$ cat src/rtl/gpio_pwm.sv
// gpio_pwm: bus-mapped 8-bit PWM / static GPIO driver; define GPIO_PWM_READBACK_EN for register readback
module gpio_pwm #(
  parameter int CHANNELS = 8,
  parameter int PRESCALE = 47
) (
  input  logic                clk,
  input  logic                rst_n,
  input  logic                bus_valid,
  input  logic                bus_we,
  input  logic [3:0]          bus_addr,
  input  logic [31:0]         bus_wdata,
  output logic                bus_ready,
  output logic [31:0]         bus_rdata,
  output logic [CHANNELS-1:0] gpio
);
  localparam int PW = PRESCALE > 0 ? $clog2(PRESCALE + 1) : 1;
  typedef enum logic {IDLE, ACK} state_t;
  state_t state;
  logic [CHANNELS-1:0] mode, level, pwm;
  logic [7:0] duty [CHANNELS];
  logic [7:0] duty_nxt [CHANNELS];
  logic [7:0] active [CHANNELS];
  logic [PW-1:0] presc;
  logic [7:0] phase;
  logic req, wr, tick, wrap;
  assign req = state == IDLE && bus_valid;
  assign wr = req && bus_we;
  assign tick = presc == PW'(PRESCALE);
  assign wrap = tick && phase == 8'hff;
  // duty_nxt folds in a same-edge write so a write on the wrap edge is used at once
  always_comb begin
    for (int i = 0; i < CHANNELS; i++) begin
      duty_nxt[i] = wr && bus_addr == 4'(i + 2) ? bus_wdata[7:0] : duty[i];
      pwm[i] = phase < active[i];
    end
  end
  always_ff @(posedge clk or negedge rst_n) begin
    if (!rst_n) begin
      state <= IDLE;
      bus_ready <= 1'b0;
      mode <= '0;
      level <= '0;
      for (int i = 0; i < CHANNELS; i++) duty[i] <= '0;
    end else begin
      state <= req ? ACK : IDLE;
      bus_ready <= req;
      if (wr && bus_addr == 4'd0) mode <= bus_wdata[CHANNELS-1:0];
      if (wr && bus_addr == 4'd1) level <= bus_wdata[CHANNELS-1:0];
      for (int i = 0; i < CHANNELS; i++) duty[i] <= duty_nxt[i];
    end
  end
  always_ff @(posedge clk or negedge rst_n) begin
    if (!rst_n) begin
      presc <= '0;
      phase <= '0;
      gpio <= '0;
      for (int i = 0; i < CHANNELS; i++) active[i] <= '0;
    end else begin
      presc <= tick ? '0 : presc + 1'b1;
      if (tick) phase <= phase + 8'd1;
      if (wrap) for (int i = 0; i < CHANNELS; i++) active[i] <= duty_nxt[i];
      gpio <= (mode & pwm) | (~mode & level);
    end
  end
`ifdef GPIO_PWM_READBACK_EN
  logic [31:0] rd;
  always_comb begin
    rd = '0;
    if (bus_addr == 4'd0) rd[CHANNELS-1:0] = mode;
    if (bus_addr == 4'd1) rd[CHANNELS-1:0] = level;
    if (bus_addr == 4'd15) rd[7:0] = phase;
    for (int i = 0; i < CHANNELS; i++) if (bus_addr == 4'(i + 2)) rd[7:0] = duty[i];
  end
  always_ff @(posedge clk or negedge rst_n) begin
    if (!rst_n) bus_rdata <= '0;
    else bus_rdata <= req && !bus_we ? rd : '0;
  end
`else
  assign bus_rdata = '0;
`endif
endmodule
$ cat config.mk
export PLATFORM = sky130hd
export DESIGN_NAME = gpio_pwm
export DESIGN_NICKNAME = d
export VERILOG_FILES = /design/src/rtl/gpio_pwm.sv
export SDC_FILE = /design/constraint.sdc
export NUM_CORES = 1
export LEC_CHECK = 0
export CAP_MARGIN = 20
export CORE_ASPECT_RATIO = 0.6
export CORE_UTILIZATION = 55
export CTS_BUF_LIST = sky130_fd_sc_hd__clkbuf_4 sky130_fd_sc_hd__clkbuf_8
export DETAILED_ROUTE_END_ITERATION = 6
export PLACE_DENSITY_LB_ADDON = 0.25
export SYNTH_ARGS = -nofsm -noshare
export SYNTH_HDL_FRONTEND = slang
export SYNTH_SLANG_ARGS = --single-unit
$ cat constraint.sdc
create_clock -name clk -period 6.5 [get_ports clk]
set_clock_uncertainty 0.05 [all_clocks]
set_input_delay 1.3 -clock clk [delete_from_list [all_inputs] [get_ports clk]]
set_output_delay 1.3 -clock clk [all_outputs]
set_load 0.01 [all_outputs]
Word level (Yosys, flattened, before mapping)
Cells that the tools add are included.
- register bits after elaboration: 168
- output and inout port bits: 41
- logic and storage cells: 73
- add/sub/neg operators: 2
- magnitude comparators: 8
- equal/unequal tests: 11
- mux-type cells: 10
- bitwise operators: 5
- reductions and logical operators: 14
- operators by type and width (cell ; count):
    $lt 8x8->1 ; 8
    $mux 8 ; 8
    $and 8x8->8 ; 2
    $eq 4x3->1 const B ; 4
    $logic_and 1x1->1 ; 13
    $add 8x1->8 const B ; 1
    $eq 4x2->1 const B ; 2
    $eq 4x4->1 const B ; 2
    $eq 8x8->1 const B ; 1
    $not 8->8 ; 1
    $or 8x8->8 ; 1
    $add 6x1->6 const B ; 1
    $eq 6x6->1 const B ; 1
    $mux 6 ; 1
    $eq 4x1->1 const B ; 1
    $logic_not 4->1 ; 1
    $mux 1 ; 1
    $not 1->1 ; 1

Logic depth before layout (Yosys ltp)
Gate-level depths: netlist of run 1.
- word-level depth: 5
- depth in mapped cells: 7

Worst setup path after synthesis of run 1
No wires, ideal clock.
- kind: input-to-reg
- start: in bus_addr[1]
- end: reg active[7] in the netlist's numbering
- arrival time: 2565 ps
- required time: 6325 ps
- slack: 3760 ps
- cell stages on the path: 5
- path buffers: 1
- cell sequence: and4bb_2 > and4b_1 > buf_2 > mux2_2 > mux2_2
- RTL lines (item ; line ; text):
    start: declaration ; 10 ; input logic [3:0] bus_addr,
    end: declaration ; 22 ; logic [7:0] active [CHANNELS];

Worst setup path in the final report of run 1
- start: reg phase[5]
- end: reg active[7] in the netlist's numbering
- cells in the longest elaborated chain, start to end: 2
- RTL lines (item ; line ; text):
    start: declaration ; 24 ; logic [7:0] phase;
    start signal: assignment ; 60 ; if (tick) phase <= phase + 8'd1;
    $eq 8x8->1 ; 29 ; assign wrap = tick && phase == 8'hff;
    $logic_and 1x1->1 ; 29 ;
Every way passes these cells.
A chain may end at the register's enable or synchronous reset.

==> results_dict.tcl, run 1 <==
set metrics [dict create \
    start_util_pct 57.3 \
    min_from "bus_ready" \
    post_cts_buffers 0 \
    rows 34 \
    power_switching_uw 542 \
    vias_per_cell 5.33 \
    grt_pass1_wl_um 26600 \
    crit_arrival_ns 3.51 \
    cts_tree "yes" \
    yosys.area.top_type "dfrtp_1" \
    antenna_cells 0 \
    overflow 0 \
    yosysSeqAreaShare_pct 49.6 \
    io_pins 81 \
    synth_cell_types 38 \
    cp-start-kind "flip-flop" \
    port_buffers 24 \
    fp.dieH_um 97.9 \
    clk_pin_slew_ns 0.09 \
    area_growth_pct 7.05 \
    dp_hpwl_um 10500 \
    fillers 1159 \
    p_per_area_mw_per_mm2 237 \
    synth_edf_count 0 \
    crit_start "phase[5]" \
    htreeDepth 4 \
    holdWs_ns 0.440 \
    synth_top_area_share_pct 49.6 \
    die_width_um 162 \
    hold_viol_final 0 \
    required_ns 6.79 \
    dr.pass1.iters 4 \
    synth_top_family_by_area "multiplexers" \
    pre_cts_slack_ns 2.89 \
    fmax_mhz 310 \
    p_int_mw 1.60 \
    synth_seq_cells 167 \
    root_buffer "clkbuf_8" \
    grt_max_degree 98 \
    power.total_mw 2.14 \
    synthTopCellsByArea "dfrtp_1, mux2_2, mux2_4" \
    setup_viol 0 \
    status "complete, no violations" \
    cap_violations 0 \
    r2r_start "phase[5]" \
    p_sw_share_pct 25.3 \
    p_leak_nw 4.34 \
    cts_resized 0 \
    final_max_slew_viol_count 0 \
    vias 4673 \
    criticalPathCategory "flip-flop to flip-flop" \
    avgSynthCellArea_um2 13.1 \
    sequentialPowerShare_pct 53.8 \
    clk-insertion-delay-late_ns 0.44 \
    cp_max_fo 33 \
    synth.mux.area_fraction_pct 22.0 \
    grt_usage_pct 22.5 \
    final_nets 763 \
    first_iter_violations 223 \
    synthAdderAreaFrac_pct 8.61 \
    period_needed_ns 3.23 \
    coreArea_mm2 0.0147 \
    hold_class "flip-flop to flip-flop" \
    layout_setup_ws_ns 3.27 \
    syn_area_mm2 0.00843 \
    ant_nets 0 \
    worst_pin_slew_ns 1.04 \
    drive_gt1_share_pct 27.7 \
    ir_worst_vdd_mv 0.129 \
    cp-end-kind "flip-flop" \
    ys_async_sr_fraction_pct 100 \
    synth_ff_type "dfrtp_1" \
    numClockSinks 167 \
    clkPwrFrac_pct 36.3 \
    hold_buffers 0 \
    post-route-period-util_pct 49.6 \
    grt_pass1_vias 4971 \
    tns_ns 0 \
    cts_made_buffers 17 \
    combPwrFrac_pct 9.8 \
    cts_buffer_depth 2 \
    synth_cells 643 \
    yosys.area_share.simple_pct 6.43 \
    synth_compound_area_share_pct 4.28 \
    rsz0062_at_grt "false" \
    synthXorXnorAreaFrac_pct 0.935 \
    yosys_warnings 0 \
    antenna_found_initial 1 \
    die_area_mm2 0.0158 \
    timing.slew.headroom_pct 30.3 \
    wl_per_cell_um 18.7 \
    gp_congestion 0.791 \
    drcViolationCount 0 \
    routed_wl_um 16400 \
]
[routing by layer]
metal	wire (µm)	GRT usage, %	part of all wire, %	vias to the layer above
li1	-	-	-	2186
met1	7850	31.4	48	2395
met2	7680	35.9	47	75
met3	669	4.04	4.1	17
met4	212	7.11	1.3	0
met5	0	0	0	-
[flip-flops by register name (all words and copies together) (netlist names)]
signal and cells:
level 8, mode 8, active 64, phase 8
duty 64, presc 6, bus_ready 1, gpio 8
[critical path, cell delays in order, from the launching register on]
cell and delay, ns:
dfrtp_1 0.82, and3_1 0.31, and3_1 0.18, and4_4 0.69, buf_4 0.63, mux2_2 0.40
[power by group through the flow]
| stage | Clock [mW] | Sequential (mW) | Combinational [mW] |
|---|---|---|---|
| after global routing | 0.837 | 1.16 | 0.233 |
| after detailed placement | 0 | 1.17 | 0.213 |
| final | 0.778 | 1.15 | 0.210 |
| after CTS | 0.795 | 1.15 | 0.213 |
| after floorplan | 0 | 1.17 | 0.153 |
| after global placement | 0 | 1.17 | 0.199 |
[cells in the mapped netlist, drive strengths merged, types with 3 or more instances]
cell type	count
clkbuf	5
buf	49
inv	64
nor2b	9
and4b	4
nand3	5
ha	58
nand2	13
o21ai	17
a21oi	24
nand2b	17
nand4	4
xnor2	5
dfrtp	167
a41oi	8
nor3b	3
mux2	145
and3	19
a21o	9
xor2	4
nor2	5
[layout make-up]
| cell class | count | area (µm²) | area share, % |
|---|---|---|---|
| Inverter | 64 | 240 | 2.66 |
| Clock inverter | 13 | 159 | 1.76 |
| Sequential cell | 167 | 4180 | 46.3 |
| Timing Repair Buffer | 26 | 256 | 2.84 |
| Clock buffer | 19 | 255 | 2.83 |
| Tap cell | 198 | 248 | 2.75 |
| Multi-Input combinational cell | 389 | 3680 | 40.8 |
[path summary, 6_finish.rpt]
path / to / slack, ns / cells after the start
max: active[7] / 3.27 / 5
min: bus_ready / 0.44 / 1
max reg2reg: active[7] / 3.27 / 5
min reg2reg: bus_ready / 0.44 / 1
max in group asynchronous: phase[3] / 4.10 / 2
min in group asynchronous: active[44] / 0.89 / 1
[layout by cell type (no fill, tap or decap), types with 4 or more instances in the layout]
cell type,instances
nand3_1,4
xor2_1,4
and4b_1,4
ha_1,58
dfrtp_1,167
conb_1,32
inv_6,5
mux2_2,85
mux2_4,60
a21oi_1,24
and3_1,19
clkbuf_8,18
inv_1,64
clkdlybuf4s50_1,23
a41oi_1,8
nand2_1,13
a21o_1,8
nor2_1,5
nand2b_1,17
nand4_1,4
nor2b_1,9
o21ai_0,17
xnor2_1,5
[logic make-up after synthesis]
| family | count (synthesis) |
|---|---|
| AOI/OAI and AO/OA | 60 |
| xor gates and xnor gates | 9 |
| adders and majority gates | 58 |
| buffers and inverters | 118 |
| DFF | 167 |
| muxes | 145 |
| other | 1 |
| and+or+nand+nor | 85 |
[metrics by stage]
stage / cell area (µm²) / utilization [%] / instances
5_1_grt: 9020 / 61.3 / 876
3_3_place_gp: 8610 / 58.5 / 844
3_5_place_dp: 8610 / 58.5 / 844
6_report: 9020 / 61.3 / 876
4_1_cts: 9020 / 61.3 / 876
2_1_floorplan: 8540 / - / 674
Power figures use the tool's default switching activity.
==> inputs of run 2 (changes only) <==
- clock period: 6.5 -> 3.3 ns (I/O delays scaled with it)
==> results_dict.tcl, run 2 (synthesis gave the netlist of run 1 again) <==
set metrics [dict create \
    cp-start-kind "flip-flop" \
    ir_worst_vdd_mv 0.242 \
    io_pins 81 \
    setup_viol 0 \
    clk-insertion-delay-late_ns 0.44 \
    root_buffer "clkbuf_8" \
    multiInputGateArea_mm2 0.00368 \
    hold_class "primary input to async pin" \
    cts_tree "yes" \
    criticalPathCategory "flip-flop to flip-flop" \
    final_nets 773 \
    first_iter_violations 182 \
    p_leak_nw 4.38 \
    coreArea_mm2 0.0147 \
    cp-end-kind "flip-flop" \
    drcViolationCount 0 \
    wl_per_cell_um 17.9 \
    cts_made_buffers 17 \
    fillers 1159 \
    dp_hpwl_um 10800 \
    cts_buffer_depth 2 \
    die_area_mm2 0.0158 \
    cts_resized 0 \
    grt_max_degree 83 \
    routed_wl_um 15800 \
    final-seq-area_mm2 0.00418 \
    rows 34 \
    cp_max_fo 24 \
    hold_viol_final 0 \
    rsz0062_at_grt "false" \
    grt_pass1_vias 5106 \
    final_cell_mix "dfrtp_1, mux2_2, inv_1" \
    antenna_cells 0 \
    status "complete, no violations" \
    drive_gt1_share_pct 28.7 \
    place_area_mm2 0.00872 \
    grt_usage_pct 21.8 \
    clk_pin_slew_ns 0.09 \
    post-route-period-util_pct 79.7 \
    layout_commonest_cell "dfrtp_1" \
    largestRegisters "active x64, duty x64" \
    area_growth_pct 7.99 \
    fmax_mhz 380 \
    final_util_pct 61.8 \
    worst_pin_slew_ns 0.781 \
    fp.dieH_um 97.9 \
    cap_violations 0 \
    numClockSinks 167 \
    power.total_mw 4.09 \
    port_buffers 24 \
    grt_pass1_wl_um 26400 \
    overflow 0 \
    final_cells 885 \
    timing.slew.headroom_pct 48.0 \
    die_width_um 162 \
    period_needed_ns 2.63 \
    fin_area_mm2 0.00910 \
    final_max_slew_viol_count 0 \
    post_cts_buffers 0 \
    hold_buffers 0 \
    vias_per_cell 5.37 \
    htreeDepth 4 \
    vias 4753 \
    p_per_area_mw_per_mm2 449 \
    dr.pass1.iters 4 \
    dpl.cell_count 854 \
    antenna_found_initial 1 \
    holdWs_ns 0.220 \
    required_ns 3.58 \
    crit_arrival_ns 2.91 \
    pre_cts_slack_ns 0.502 \
    ant_nets 0 \
    start_util_pct 57.3 \
    gp_congestion 0.830 \
    layout_setup_ws_ns 0.669 \
    tns_ns 0 \
]
[run 2: path summary, 6_finish.rpt]
check / from / end / slack (ns) / cells past startpoint
min in group clk: bus_ready / bus_ready / 0.43 / 1
max reg2reg: presc[0] / active[23] / 0.67 / 6
max in group asynchronous: rst_n / active[53] / 2.17 / 2
min reg2reg: bus_ready / bus_ready / 0.43 / 1
min: rst_n / duty[28] / 0.22 / 1
max: presc[0] / active[23] / 0.67 / 6
[run 2: cell type report]
cell class | count | area share, %
timing repair buffer | 36 | 4.06
multi-input combinational | 389 | 40.5
clock inverter | 12 | 1.31
sequential | 167 | 45.9
clock buffer | 19 | 2.87
inverter | 64 | 2.64
tap | 198 | 2.72
[run 2: report_power, final]
| part | switching [mW] | internal, mW | total, mW |
|---|---|---|---|
| combinational | 0.207 | 0.210 | 0.417 |
| clock | 0.760 | 0.643 | 1.40 |
| sequential | 0.0519 | 2.22 | 2.27 |
[run 2: layer usage]
layer	up-vias	global-route usage, %	wire length (µm)
met5	-	0	0
met4	0	7.47	279
met3	24	3.48	439
met2	74	35.2	7460
met1	2448	30.0	7630
li1	2207	-	-
[run 2: worst max-delay path, stage by stage, from the launching register on]
cell	delay [ns]
dfrtp_1	0.42
ha_1	0.25
nand3_2	0.15
nor3b_4	0.43
and4_4	0.58
buf_12	0.28
mux2_2	0.35
